## src/rtl/addsub_if.sv

```systemverilog
// Operand/result bundle between an operand source and the registered adder/subtractor.
// Latency: none (wires only); the registering happens inside addsub.
// Backpressure: none; the source drives operands every cycle and the results update every cycle.
//
// Signals:
//   iOPCODE   0 = add, 1 = subtract (A - B)
//   iDATAIN1  operand A
//   iDATAIN2  operand B
//   oDATAOUT  registered result, modulo 2^WIDTH
//   oCARRY    add: carry out of MSB; sub: borrow (A < B unsigned)
//   oOVF      signed overflow of the operation
//   oZERO     registered result == 0
// Modports: master = operand source / result consumer, slave = addsub.
interface addsub_if #(
    parameter int WIDTH = 8
);
    logic             iOPCODE;
    logic [WIDTH-1:0] iDATAIN1;
    logic [WIDTH-1:0] iDATAIN2;
    logic [WIDTH-1:0] oDATAOUT;
    logic             oCARRY;
    logic             oOVF;
    logic             oZERO;

    modport master (
        output iOPCODE,
        output iDATAIN1,
        output iDATAIN2,
        input  oDATAOUT,
        input  oCARRY,
        input  oOVF,
        input  oZERO
    );

    modport slave (
        input  iOPCODE,
        input  iDATAIN1,
        input  iDATAIN2,
        output oDATAOUT,
        output oCARRY,
        output oOVF,
        output oZERO
    );
endinterface

```

## src/rtl/addsub.sv

```systemverilog
// Registered WIDTH-bit adder/subtractor with carry/borrow, signed-overflow and zero flags.
// Latency: 1 cycle; operands sampled at a rising iCLK edge appear on the outputs right after it.
// Backpressure: none; every edge captures and the outputs update every cycle.
//
// Ports:
//   iCLK  clock, rising-edge active
//   iRST  asynchronous active-high reset; clears result and all flags immediately
//   bus   addsub_if slave modport: iOPCODE/iDATAIN1/iDATAIN2 in,
//         oDATAOUT/oCARRY/oOVF/oZERO out
module addsub #(
    parameter int WIDTH = 8
) (
    input  logic      iCLK,
    input  logic      iRST,
    addsub_if.slave   bus
);
    localparam int MSB = WIDTH - 1;

    logic [WIDTH-1:0] opB;      // B for add, ~B for subtract
    logic [WIDTH:0]   sum;      // {c, r}
    logic [WIDTH-1:0] result;
    logic             carryOut;
    logic             ovf;

    // Subtraction reuses the adder as A + ~B + 1; the opcode bit doubles as the +1.
    always_comb begin
        opB      = bus.iOPCODE ? ~bus.iDATAIN2 : bus.iDATAIN2;
        sum      = {1'b0, bus.iDATAIN1} + {1'b0, opB} + {{WIDTH{1'b0}}, bus.iOPCODE};
        result   = sum[WIDTH-1:0];
        // For subtract the raw carry is "no borrow", so invert it to report borrow.
        carryOut = sum[WIDTH] ^ bus.iOPCODE;
        // Comparing A against the effective addend covers both cases: for subtract
        // opB[MSB] is ~B[MSB], so "signs equal" becomes "signs of A and B differ".
        ovf      = (bus.iDATAIN1[MSB] == opB[MSB]) && (result[MSB] != bus.iDATAIN1[MSB]);
    end

    always_ff @(posedge iCLK or posedge iRST) begin
        if (iRST) begin
            bus.oDATAOUT <= '0;
            bus.oCARRY   <= 1'b0;
            bus.oOVF     <= 1'b0;
            bus.oZERO    <= 1'b0;
        end else begin
            bus.oDATAOUT <= result;
            bus.oCARRY   <= carryOut;
            bus.oOVF     <= ovf;
            bus.oZERO    <= (result == '0);
        end
    end
endmodule

```

## src/flat_wrapper.sv

```systemverilog
// flat-port wrapper written by rule: the top's interface ports become plain ports
module addsub_flat 
#(
    parameter int WIDTH = 8
)
  (iCLK, iRST, bus_iOPCODE, bus_iDATAIN1, bus_iDATAIN2, bus_oDATAOUT, bus_oCARRY, bus_oOVF, bus_oZERO);
  addsub_if #(.WIDTH(WIDTH)) bus_i ();
  input  logic iCLK;
  input  logic iRST;
  input wire logic [$bits(bus_i.iOPCODE)-1:0] bus_iOPCODE;
  input wire logic [$bits(bus_i.iDATAIN1)-1:0] bus_iDATAIN1;
  input wire logic [$bits(bus_i.iDATAIN2)-1:0] bus_iDATAIN2;
  output wire logic [$bits(bus_i.oDATAOUT)-1:0] bus_oDATAOUT;
  output wire logic [$bits(bus_i.oCARRY)-1:0] bus_oCARRY;
  output wire logic [$bits(bus_i.oOVF)-1:0] bus_oOVF;
  output wire logic [$bits(bus_i.oZERO)-1:0] bus_oZERO;
  assign bus_i.iOPCODE = bus_iOPCODE;
  assign bus_i.iDATAIN1 = bus_iDATAIN1;
  assign bus_i.iDATAIN2 = bus_iDATAIN2;
  assign bus_oDATAOUT = bus_i.oDATAOUT;
  assign bus_oCARRY = bus_i.oCARRY;
  assign bus_oOVF = bus_i.oOVF;
  assign bus_oZERO = bus_i.oZERO;
  addsub #(.WIDTH(WIDTH)) u_core (.iCLK(iCLK), .iRST(iRST), .bus(bus_i));
endmodule
```

## config.mk

```make
export PLATFORM = sky130hd
export DESIGN_NAME = addsub_flat
export DESIGN_NICKNAME = d
export VERILOG_FILES = /design/src/rtl/addsub_if.sv /design/src/rtl/addsub.sv /design/src/flat_wrapper.sv
export SDC_FILE = /design/constraint.sdc
export NUM_CORES = 1
export LEC_CHECK = 0
export ABC_AREA = 0
export BUFFER_PORTS_ARGS = -buffer_cell sky130_fd_sc_hd__buf_2
export CORE_MARGIN = 2
export CORE_UTILIZATION = 51
export CTS_CLUSTER_DIAMETER = 80
export DETAILED_ROUTE_END_ITERATION = 8
export PLACE_DENSITY_LB_ADDON = 0.08
export SLEW_MARGIN = 20
export SYNTH_ARGS = -nofsm -noshare
export SYNTH_HDL_FRONTEND = slang
export SYNTH_SLANG_ARGS = --single-unit
```

## constraint.sdc

```tcl
create_clock -name iCLK -period 1.03 [get_ports iCLK]
set_clock_uncertainty 0.2 [all_clocks]
set_input_delay 0.0515 -clock iCLK [delete_from_list [all_inputs] [get_ports iCLK]]
set_output_delay 0.0515 -clock iCLK [all_outputs]
set_load 0.005 [all_outputs]
```

# Yosys cells after proc, flatten, opt, wreduce, memory -nomap -nowiden

Cells that the tools add are included.

Register bits after elaboration: 11
Input port bits: 19
Output and inout bits: 11
Logic and storage cells: 13

Add/subtract/negate cells: 2
Equality and inequality tests: 2
Muxes and demuxes: 1
Bitwise gates (word level): 2
Reductions and logical operators: 2

Operators with widths:

| operator                               | count |
|---|---|
| 8-bit by 8-bit adder with 9-bit output | 1 |
| 9-bit by 1-bit adder with 9-bit output | 1 |
| 8-bit logical NOT                      | 1 |
| 8-bit two-way mux                      | 1 |
| 8-bit inverter                         | 1 |
| 1-bit == test                          | 1 |
| 1-bit logical AND                      | 1 |
| 1-bit != test                          | 1 |
| 1-bit bitwise XOR                      | 1 |

# Depth between registers and ports, before layout

Depth in word-level cells: 6
Gate-level depth with buffers: 9
Gate-level depth less buffers: 8

# Worst setup path after synthesis

OpenSTA, ideal clock, no wires.

Path kind: input port to flip-flop
Start: input bus_iOPCODE
End: register u_core.bus.oZERO
Arrival time: 1746 ps
Required time: 734 ps
Setup slack: -1012 ps
Cell stages on the path: 8
Path through: buf_6 -> mux2i_2 -> inv_1 -> fa_1 -> xor2_1 -> or3_1 -> or3_1 -> nor4_2

Word-level cells in the longest chain between the ends: 4

Ends and longest elaborated chain:

| what                                       | RTL line           | RTL |
|---|---|---|
| from (decl)                                | flat_wrapper.sv:10 | `input wire logic [$bits(bus_i.iOPCODE)-1:0] bus_iOPCODE;` |
| 8-bit two-way mux                          | addsub.sv:27       | `opB = bus.iOPCODE ? ~bus.iDATAIN2 : bus.iDATAIN2;` |
| 8-bit by 8-bit adder with 9-bit output     | addsub.sv:28       | `sum = {1'b0, bus.iDATAIN1} + {1'b0, opB} + {{WIDTH{1'b0}}, bus.iOPCODE};` |
| 9-bit by 1-bit adder with 9-bit output (*) | addsub.sv:28       |  |
| net u_core.sum[2]                          | addsub.sv:20       | `logic [WIDTH:0] sum;` |
| 8-bit logical NOT (*)                      | addsub.sv:47       | `bus.oZERO <= (result == '0);` |
| to (signal assigned)                       | addsub.sv:47       |  |
| to (decl)                                  | addsub_if.sv:42    | `output oZERO` |

Mark *: on every way through the listed nets, which the timed path passes. The rest lies on a longest branch.

# Worst setup path after layout

Start: input bus_iDATAIN2[0]
End: register u_core.bus.oZERO

Word-level cells in the longest chain between the ends: 5

Ends and longest elaborated chain:

| what                                       | RTL line           | RTL |
|---|---|---|
| from (decl)                                | flat_wrapper.sv:12 | `input wire logic [$bits(bus_i.iDATAIN2)-1:0] bus_iDATAIN2;` |
| 8-bit inverter                             | addsub.sv:27       |  |
| 8-bit two-way mux (*)                      | addsub.sv:27       |  |
| 8-bit by 8-bit adder with 9-bit output (*) | addsub.sv:28       |  |
| 9-bit by 1-bit adder with 9-bit output (*) | addsub.sv:28       |  |
| net u_core.sum[2]                          | addsub.sv:20       |  |
| 8-bit logical NOT (*)                      | addsub.sv:47       |  |

Marked as above.

==> results.ini <==
[status]
status = finished with violations
violations = negative hold slack, negative setup slack

[setup_path]
worstPathRequired_ns = 1.01
arrival_ns = 1.89
critical_path_class = in -> reg
cp_slowest_stage_delay_ns = 0.39
cp_max_fo = 2
critPathCapture = u_core.bus.oZERO
cp_slowest_cell = fa_2
cpMostUsedCell = or3_4
start_kind = input pin
endpoint_kind = flop
cp-startpoint = bus_iDATAIN2[0]
crit_chain = buf_8 > mux2i_4 > inv_2 > fa_2 > xor2_2 > or3_4 > or3_4 > nor4_2

[global_route]
grt_max_degree = 12
grt_usage_pct = 28.9
grt_pass1_wl_um = 3830
first_global_vias = 792
antenna_found_initial = 0
grt_overflow_total = 0

[final_layout]
syn2layout_area_growth_pct = 82.6
diodes = 0
utilization_pct = 97.2
nets = 160
drive_gt1_share_pct = 70.2
fillers = 22

[detailed_routing]
drt_iter0_markers = 59
via_per_inst = 6.45
wl_um = 3840
routedWlPerCell_um = 26.1
drc = 0
first_pass_iters = 4
vias = 948
drtAntennaViolNets = 0

[place]
place_hpwl_um = 1320
io_buffers = 29
place_ws_ns = -1.08
place.gp.congestion = 0.803

[worst_hold_path]
whs_path_depth = 3
worstHoldPathType = in -> reg
hp-start = bus_iDATAIN2[0]

[logic_synthesis]
synth_edf_count = 0
yosysSeqAreaShare_pct = 35.1
syn-num-nets = 101
syn_avg_cell_area_um2 = 10.7
yosys.area.top_type_share_pct = 35.1
ys_top_cells_by_area = dfrtp_1, xor2_1, ha_1
synth.distinct_cells = 29
yosysWarnings = 0
syn_inst = 73
yosysTopAreaCell = dfrtp_1
async_reset_ff_share_pct = 100
synth-main-ff-cell = dfrtp_1
synth.most_common_cell = xor2_1
ys_top_cells_by_count = xor2_1, dfrtp_1, ha_1
syn_area_um2 = 783
ys_ff_latch = 11

[timing]
min_period_ns = 1.90
finalHoldViolCount = 3
drv_slew = 0
rsz0062_at_grt = true
layout_setup_ws_ns = -0.874
relSlewSlack_pct = 73.9
setup_viol = 14
fmax_mhz = 525
fin_crit_sh_pct = 185
worst_pin_slew_ns = 0.391
timing.hold.ws_ns = -0.0707

[pwr]
irDropWorstVdd_mv = 0.896
p_leak_nw = 0.669
powerDensity_mw_per_mm2 = 1470

[clocking]
cts_sinks = 11
cts_buffer_depth = 2
cts.htree.levels = 1
cts_hold_buf = 1
clk_pin_slew_ns = 0.07
clockRootBuffer = clkbuf_4
cts_tree = built
cts_buffers = 3

[floorplanning]
rows = 14
die_area_mm2 = 0.00187
fp.dieW_um = 43.2
start_util_pct = 53.2
die_h_um = 43.2
core_area_mm2 = 0.00147
io_pins = 30

[flow_run]
cap_viol_max_count = 0

## layout make-up
cell class | count | area [um^2] | share of cell area [%]
sequential | 11 | 275 | 19.2
multi-input combinational | 57 | 697 | 48.7
inverter | 2 | 7.51 | 0.525
timing repair buffer | 57 | 404 | 28.3
tap | 16 | 20.0 | 1.40
clock buffer | 4 | 26.3 | 1.84
## cell families after synthesis
family,synth area share [%]
xor gates and xnor gates,16.8
and+or+nand+nor,13.7
AOI/OAI and AO/OA,13.9
buffers and inverters,3.36
muxes,1.76
DFF,35.1
adders and majority gates,15.3
## metal layers
metal	share of wire, %	global-route usage, %	vias up
met5	0	0	-
met4	8.0	15.2	0
met3	12	5.11	41
met2	45	46.6	109
met1	34	36.3	429
li1	-	-	369
## layout by cell type (no fill, tap or decap), types with 2 or more instances in the layout
cell | netlist | final
buf_2 | 0 | 26
buf_4 | 0 | 23
dfrtp_1 | 11 | 11
xor2_1 | 12 | 8
buf_6 | 1 | 5
ha_4 | 0 | 4
xor2_2 | 0 | 3
a21oi_2 | 0 | 3
ha_1 | 8 | 3
clkbuf_4 | 0 | 3
o21a_1 | 2 | 2
a21o_1 | 2 | 2
nand2_2 | 0 | 2
xnor2_1 | 3 | 2
or3_4 | 0 | 2
nand2_1 | 5 | 2
## report_power, final
group / switching [mW] / internal, mW
sequential: 0.0402 / 0.535
clock: 0.160 / 0.150
combinational: 0.601 / 0.609
## timing repair
| item | 4_1_cts | 5_1_grt |
|---|---|---|
| pin swaps | 12 | 7 |
| endpoints found under the hold margin | 16 | 3 |
| buffers inserted | 6 | 2 |
| resized for setup | 32 | 9 |
| setup endpoints to repair | 10 | 10 |
## flip-flops by register name, summed over array words and instances (netlist names)
register,flops
u_core.bus.oZERO,1
u_core.bus.oCARRY,1
u_core.bus.oOVF,1
u_core.bus.oDATAOUT,8
## how the worst min path moves through the flow
stage / slack [ns] / end
CTS: -0.13 / u_core.bus.oDATAOUT[0]
finish: -0.07 / u_core.bus.oDATAOUT[0]
floorplan: -0.30 / u_core.bus.oCARRY
global placement: -0.17 / u_core.bus.oDATAOUT[4]
global route: -0.09 / u_core.bus.oDATAOUT[0]
detailed placement: -0.16 / u_core.bus.oDATAOUT[4]
## through the flow
step                setup TNS (ns)  cell area, um^2  instances  hold slack (ns)  power [mW]
finish                       -4.88             1430        147          -0.0707        2.10
global route                 -5.28             1430        147          -0.0885        2.14
CTS                          -3.73             1370        145           -0.132        1.78
detailed placement           -7.30             1120        134           -0.157        1.29
global placement             -7.08             1120        134           -0.167        1.28
floorplan                    -5.43              847         73           -0.296       0.996
## critical path, delay by kind of cell
| kind | cells | cell delay [ns] |
|---|---|---|
| adder cells (fa/ha/maj) | 1 | 0.39 |
| AND/OR/NAND/NOR | 3 | 0.88 |
| buffers and inverters | 2 | 0.14 |
| XOR/XNOR | 1 | 0.19 |
| multiplexers | 1 | 0.25 |
Power figures use the tool's default switching activity.
